`src/rtl/mem_arb_pkg.sv`:
```
// Shared types and constants for the two-requester memory port arbiter.
// Holds FSM state encodings, requester IDs and the latched downstream request.
package mem_arb_pkg;

    typedef enum logic [1:0] {
        ST_IDLE   = 2'd0,
        ST_BUSY_I = 2'd1,
        ST_BUSY_D = 2'd2,
        ST_DONE   = 2'd3
    } state_t;

    localparam logic ID_INST = 1'b0;
    localparam logic ID_DATA = 1'b1;

    localparam int TIMEOUT_DEFAULT = 255;

    typedef struct packed {
        logic        we;
        logic [15:0] addr;
        logic [15:0] wdata;
    } mem_req_t;

endpackage

```
`src/rtl/rr_arb2.sv`:
```
// Two-way round-robin grant; a tie goes to the requester not served last.
// Latency: combinational grant, last_grant updates on the granting edge.
// Backpressure: grants only while gnt_en is high; requests are level-held upstream.
module rr_arb2
    import mem_arb_pkg::*;
(
    input  logic sys_clk,
    input  logic sys_rst,
    input  logic req_inst,
    input  logic req_data,
    input  logic gnt_en,
    output logic gnt_vld,
    output logic gnt_id
);

    logic last_grant_q;

    assign gnt_vld = req_inst | req_data;
    assign gnt_id  = (req_data && (!req_inst || last_grant_q == ID_INST)) ? ID_DATA : ID_INST;

    // Reset to inst so that the first tie after reset goes to data.
    always_ff @(posedge sys_clk) begin
        if (sys_rst) begin
            last_grant_q <= ID_INST;
        end else if (gnt_en && gnt_vld) begin
            last_grant_q <= gnt_id;
        end
    end

endmodule

```
`src/rtl/mem_port_arbiter.sv`:
```
// Arbitrates fetch and load/store requesters onto one downstream memory port.
// Latency: stb at edge N, mem ack at N+1 -> requester ack in cycle N+2; one idle cycle between transactions.
// Backpressure: one outstanding transaction; requesters wait for ack, downstream stalls bounded by TIMEOUT.
module mem_port_arbiter
    import mem_arb_pkg::*;
#(
    parameter int TIMEOUT = TIMEOUT_DEFAULT
) (
    input  logic        sys_clk,
    input  logic        sys_rst,
    input  logic        inst_stb_i,
    input  logic [10:0] inst_addr_i,
    output logic        inst_ack_o,
    output logic [15:0] inst_data_o,
    input  logic        data_stb_i,
    input  logic        data_we_i,
    input  logic [15:0] data_addr_i,
    input  logic [15:0] data_wdata_i,
    output logic        data_ack_o,
    output logic [15:0] data_rdata_o,
    output logic        err_o,
    output logic        mem_stb_o,
    output logic        mem_we_o,
    output logic [15:0] mem_addr_o,
    output logic [15:0] mem_wdata_o,
    input  logic        mem_ack_i,
    input  logic [15:0] mem_rdata_i
);

    localparam logic [7:0] TMR_LAST = 8'(TIMEOUT - 1);

    state_t      state_q, state_d;
    mem_req_t    req_q;
    logic        owner_q;
    logic        err_q;
    logic [7:0]  tmr_q;
    logic [15:0] inst_data_q, data_rdata_q;
    logic        gnt_vld, gnt_id;
    logic        busy, ack_hit, tmo_hit, grant;
    logic [15:0] rd_c;

    rr_arb2 u_rr_arb2 (
        .sys_clk  (sys_clk),
        .sys_rst  (sys_rst),
        .req_inst (inst_stb_i),
        .req_data (data_stb_i),
        .gnt_en   (state_q == ST_IDLE),
        .gnt_vld  (gnt_vld),
        .gnt_id   (gnt_id)
    );

    assign busy    = (state_q == ST_BUSY_I) || (state_q == ST_BUSY_D);
    assign grant   = (state_q == ST_IDLE) && gnt_vld;
    assign ack_hit = busy && mem_ack_i;
    // Timeout fires on the cycle whose increment would reach TIMEOUT, so stb stays up exactly TIMEOUT cycles.
    assign tmo_hit = busy && !mem_ack_i && (tmr_q == TMR_LAST);
    assign rd_c    = (tmo_hit || req_q.we) ? 16'h0000 : mem_rdata_i;

    always_ff @(posedge sys_clk) begin
        if (sys_rst) begin
            state_q <= ST_IDLE;
        end else begin
            state_q <= state_d;
        end
    end

    always_comb begin
        state_d = state_q;
        case (state_q)
            ST_IDLE: begin
                if (gnt_vld) begin
                    state_d = (gnt_id == ID_DATA) ? ST_BUSY_D : ST_BUSY_I;
                end
            end
            ST_BUSY_I, ST_BUSY_D: begin
                if (ack_hit || tmo_hit) begin
                    state_d = ST_DONE;
                end
            end
            default: state_d = ST_IDLE;
        endcase
    end

    always_comb begin
        mem_stb_o  = busy;
        inst_ack_o = (state_q == ST_DONE) && (owner_q == ID_INST);
        data_ack_o = (state_q == ST_DONE) && (owner_q == ID_DATA);
        err_o      = (state_q == ST_DONE) && err_q;
    end

    assign mem_we_o     = req_q.we;
    assign mem_addr_o   = req_q.addr;
    assign mem_wdata_o  = req_q.wdata;
    assign inst_data_o  = inst_data_q;
    assign data_rdata_o = data_rdata_q;

    always_ff @(posedge sys_clk) begin
        if (sys_rst) begin
            req_q        <= '0;
            owner_q      <= ID_INST;
            err_q        <= 1'b0;
            tmr_q        <= 8'd0;
            inst_data_q  <= 16'h0000;
            data_rdata_q <= 16'h0000;
        end else begin
            if (grant) begin
                owner_q <= gnt_id;
                tmr_q   <= 8'd0;
                if (gnt_id == ID_DATA) begin
                    req_q <= '{we: data_we_i, addr: data_addr_i, wdata: data_wdata_i};
                end else begin
                    req_q <= '{we: 1'b0, addr: {5'b0, inst_addr_i}, wdata: 16'h0000};
                end
            end else if (busy && !mem_ack_i) begin
                tmr_q <= tmr_q + 8'd1;
            end
            if (ack_hit || tmo_hit) begin
                err_q <= tmo_hit;
                if (owner_q == ID_INST) begin
                    inst_data_q <= rd_c;
                end else begin
                    data_rdata_q <= rd_c;
                end
            end
        end
    end

endmodule

```
`config.mk`:
```
export PLATFORM = sky130hd
export DESIGN_NAME = mem_port_arbiter
export DESIGN_NICKNAME = d
export VERILOG_FILES = /design/src/rtl/mem_arb_pkg.sv /design/src/rtl/rr_arb2.sv /design/src/rtl/mem_port_arbiter.sv
export SDC_FILE = /design/constraint.sdc
export NUM_CORES = 1
export LEC_CHECK = 0
export ABC_AREA = 0
export CORE_MARGIN = 8
export CORE_UTILIZATION = 46
export CTS_BUF_LIST = sky130_fd_sc_hd__clkbuf_8
export CTS_CLUSTER_DIAMETER = 200
export CTS_CLUSTER_SIZE = 10
export DETAILED_ROUTE_END_ITERATION = 10
export MAX_ROUTING_LAYER = met4
export PLACE_DENSITY = 0.9
export SETUP_SLACK_MARGIN = 0.05
export SLEW_MARGIN = 20
export SYNTH_ARGS = -nofsm -noshare
export SYNTH_HDL_FRONTEND = slang
export SYNTH_SLANG_ARGS = --single-unit
```
`constraint.sdc`:
```
create_clock -name sys_clk -period 3.66 [get_ports sys_clk]
set_input_delay 0.366 -clock sys_clk [delete_from_list [all_inputs] [get_ports sys_clk]]
set_output_delay 0.366 -clock sys_clk [all_outputs]
set_load 0.05 [all_outputs]
```
==> impl_metrics.toml <==
[cts]
cts.root.buffer_cell = "clkbuf_8"
clock-sinks = 77
cts_hold_buf = 0
cts_resized = 0
numCtsBuffers = 9
clk_pin_slew_worst_paths_ns = 0.08
post_cts_buffers = 0
cts_max_level = 3
clockBufferDepth = 2
insertion_delay_ns = 0.33
cts_tree = "done"

[place]
place.gp.congestion = 0.784
io_buffers = 133
place_hpwl_um = 6320

[grt]
grt_pass1_vias = 2624
grt_overflow = 0
antenna_found_initial = 0
grt_max_degree = 35
grt_usage = 0.187
grt_pass1_wl_um = 13400

[worst_setup_path]
crit_arrival_ns = 2.20
rr_worst_depth = 5
critPathTopFamily = "buffers and inverters"
required_ns = 3.29
ff2ff_setup_slack_ns = 1.35
critPathBufInv = 2
critical_path.startpoint = "state_q[1]$_SDFFE_PP0P_"
r2r_end = "inst_data_o[0]$_SDFFE_PP0P_"
path_cells = "inv_1 -> ha_1 -> clkdlybuf4s50_1"
slowest_stage = "clkdlybuf4s50_1"
critPathMaxFanout = 10
cp-end-kind = "output port"
startpoint_type = "flop"
rr_startpoint = "state_q[1]$_SDFFE_PP0P_"
path_class = "flop to output port"
critPathMaxStageDelay_ns = 0.89

[route]
first_pass_iters = 4
wirelength_um = 8390
route.detailed.drc = 0
wl_per_cell_um = 17.7
postRouteAntennaNets = 0
drt_iter0_markers = 138
vias = 2512
vias_per_cell = 5.30

[job]
max_cap_violations = 0

[floorplan]
rows = 29
placeableCoreArea_mm2 = 0.00628
die-height_um = 96.3
io_pins = 134
initial_utilization = 0.472
die-area_mm2 = 0.00927
die_width_um = 96.3

[min_path]
hp-class = "flop to flop"
min_to = "mem_addr_o[8]$_SDFFE_PP0P_"
hold_depth = 2
worstHoldStart = "mem_addr_o[8]$_SDFFE_PP0P_"

[sta]
skew_ns = 0.00965
rsz0062_at_grt = "no"
fin_crit_ns = 2.56
slew_headroom = 0.290
drv_slew = 0
period_share = 0.700
max_freq_mhz = 390
hold_violations = 0
setup_viol = 0
worst_slew_pin_slew_ns = 1.06
timing.setup.tns_ns = 0

[synth]
ys_warn_count = 0
synth_cell_types = 44
synth_cells = 262
syn_area_per_cell_um2 = 11.3
syn_nets = 332
ys_seq_area_frac = 0.520
synth_area_mm2 = 0.00296
ys_ff_latch = 77

[cells_and_area]
n_fill_cell = 466
syn_to_final_growth_pct = 51.0
antenna_cells = 0
fin_nets = 463
final_util = 0.713
layout-drive-gt1-share = 0.111

[status]
status = "complete, no violations"

[power_and_ir_drop]
power-per-cell-area_mw_per_mm2 = 640
max-vdd-ir-drop_v = 0.000459
p_leak_nw = 1.73
per-stage QoR:
| stage | worst slack (ns) | cells | instance area (um2) | hold slack (ns) | power (mW) |
|---|---|---|---|---|---|
| after global placement | 1.41 | 459 | 4300 | 0.434 | 2.29 |
| after global routing | 1.02 | 474 | 4470 | 0.486 | 2.99 |
| after floorplan | 1.66 | 262 | 2960 | 0.465 | 1.91 |
| final | 1.10 | 474 | 4470 | 0.456 | 2.86 |
| after detailed placement | 1.34 | 459 | 4300 | 0.443 | 2.32 |
| after CTS | 1.09 | 474 | 4470 | 0.460 | 2.88 |
synthesized netlist by cell type, drive strengths merged:
| cell type | n | area, um2 |
|---|---|---|
| o41ai | 2 | 17.5 |
| nand3b | 1 | 7.51 |
| a21oi | 4 | 23.8 |
| a21o | 2 | 15.0 |
| nor2b | 8 | 50.1 |
| a21boi | 1 | 11.3 |
| inv | 5 | 18.8 |
| a31oi | 2 | 33.8 |
| nand2 | 16 | 60.1 |
| and3b | 1 | 8.76 |
| ha | 5 | 62.6 |
| o21bai | 1 | 18.8 |
| and2 | 2 | 12.5 |
| a22o | 54 | 480 |
| xor2 | 4 | 35.0 |
| nand4 | 3 | 33.8 |
| or3 | 1 | 6.26 |
| a211oi | 2 | 15.0 |
| nor2 | 10 | 37.5 |
| or2 | 1 | 6.26 |
| dfxtp | 77 | 1540 |
| nor3b | 1 | 7.51 |
| mux2i | 11 | 110 |
| and2b | 11 | 95.1 |
| nand3 | 1 | 5.00 |
| a211o | 2 | 17.5 |
| clkbuf | 5 | 40.0 |
| and4b | 1 | 10.0 |
| buf | 11 | 72.6 |
| o21ai | 13 | 65.1 |
| nor3 | 2 | 26.3 |
| xnor2 | 2 | 17.5 |
power breakdown:
group	switching, mW	leakage [nW]	internal [mW]	total, mW
sequential	0.0937	0.627	0.983	1.08
combinational	0.791	1.02	0.429	1.22
clock	0.305	0.0808	0.262	0.567
logic make-up after synthesis:
group | count (synthesis) | share of synthesized area
AO/OA/AOI/OAI | 83 | 0.236
AND/OR/NAND/NOR | 59 | 0.124
XOR/XNOR | 6 | 0.0177
buffers and inverters | 21 | 0.0443
adder cells (fa/ha/maj) | 5 | 0.0211
flip-flops | 77 | 0.520
multiplexers | 11 | 0.0372
layer usage:
metal	part of all wire	GRT usage
met1	0.42	0.229
met2	0.51	0.308
met3	0.062	0.0335
met4	0.011	0.0487
met5	0	-
layout by cell type, fill, tap and decap left out, types with 2 or more instances in the layout:
| cell | count |
|---|---|
| ha_1 | 5 |
| nand4_1 | 2 |
| nor2b_1 | 8 |
| xnor2_1 | 2 |
| inv_1 | 4 |
| a21o_1 | 2 |
| clkdlybuf4s50_1 | 133 |
| a21oi_1 | 3 |
| o21ai_1 | 4 |
| a22o_2 | 6 |
| dfxtp_1 | 77 |
| o41ai_1 | 2 |
| a22o_1 | 48 |
| mux2i_1 | 11 |
| clkbuf_8 | 10 |
| and2_1 | 2 |
| xor2_1 | 4 |
| and2b_2 | 10 |
| a211oi_1 | 2 |
| clkinvlp_4 | 3 |
| a211o_1 | 2 |
| o21ai_0 | 9 |
| nor2_1 | 10 |
| nand2_1 | 16 |
| buf_4 | 3 |
sequential cells by signal (all words and copies together) (netlist names):
register,cells
data_rdata_o,16
err_q,1
inst_data_o,16
mem_addr_o,16
mem_wdata_o,16
mem_we_o,1
owner_q,1
state_q,2
tmr_q,8
worst register-to-register path, cell delays in order (launching register included):
cell and delay [ns]:
dfxtp_1 0.38, inv_1 0.08, ha_1 0.52, nand2_1 0.19, nor3_2 0.83, a22o_1 0.25
worst max-delay path by stage:
stage / to / slack (ns) / cells past startpoint
finish: mem_stb_o / 1.10 / 3
global route: mem_stb_o / 1.02 / 3
CTS: mem_stb_o / 1.09 / 3
detailed placement: mem_wdata_o[13]$_SDFFE_PP0P_ / 1.34 / 5
global placement: mem_addr_o[13]$_SDFFE_PP0P_ / 1.41 / 5
floorplan: tmr_q[6]$_SDFFE_PP0P_ / 1.66 / 7
layout make-up:
type,instances,area [um2],share of cell area
Clock buffer,10,138,0.0308
Multi-Input combinational cell,164,1290,0.288
Sequential cell,77,1540,0.345
Timing Repair Buffer,136,1350,0.303
Clock inverter,5,36.3,0.00811
Tap cell,77,96.3,0.0215
Inverter,5,18.8,0.00419
No activity file was read; power rests on OpenSTA's default activity.
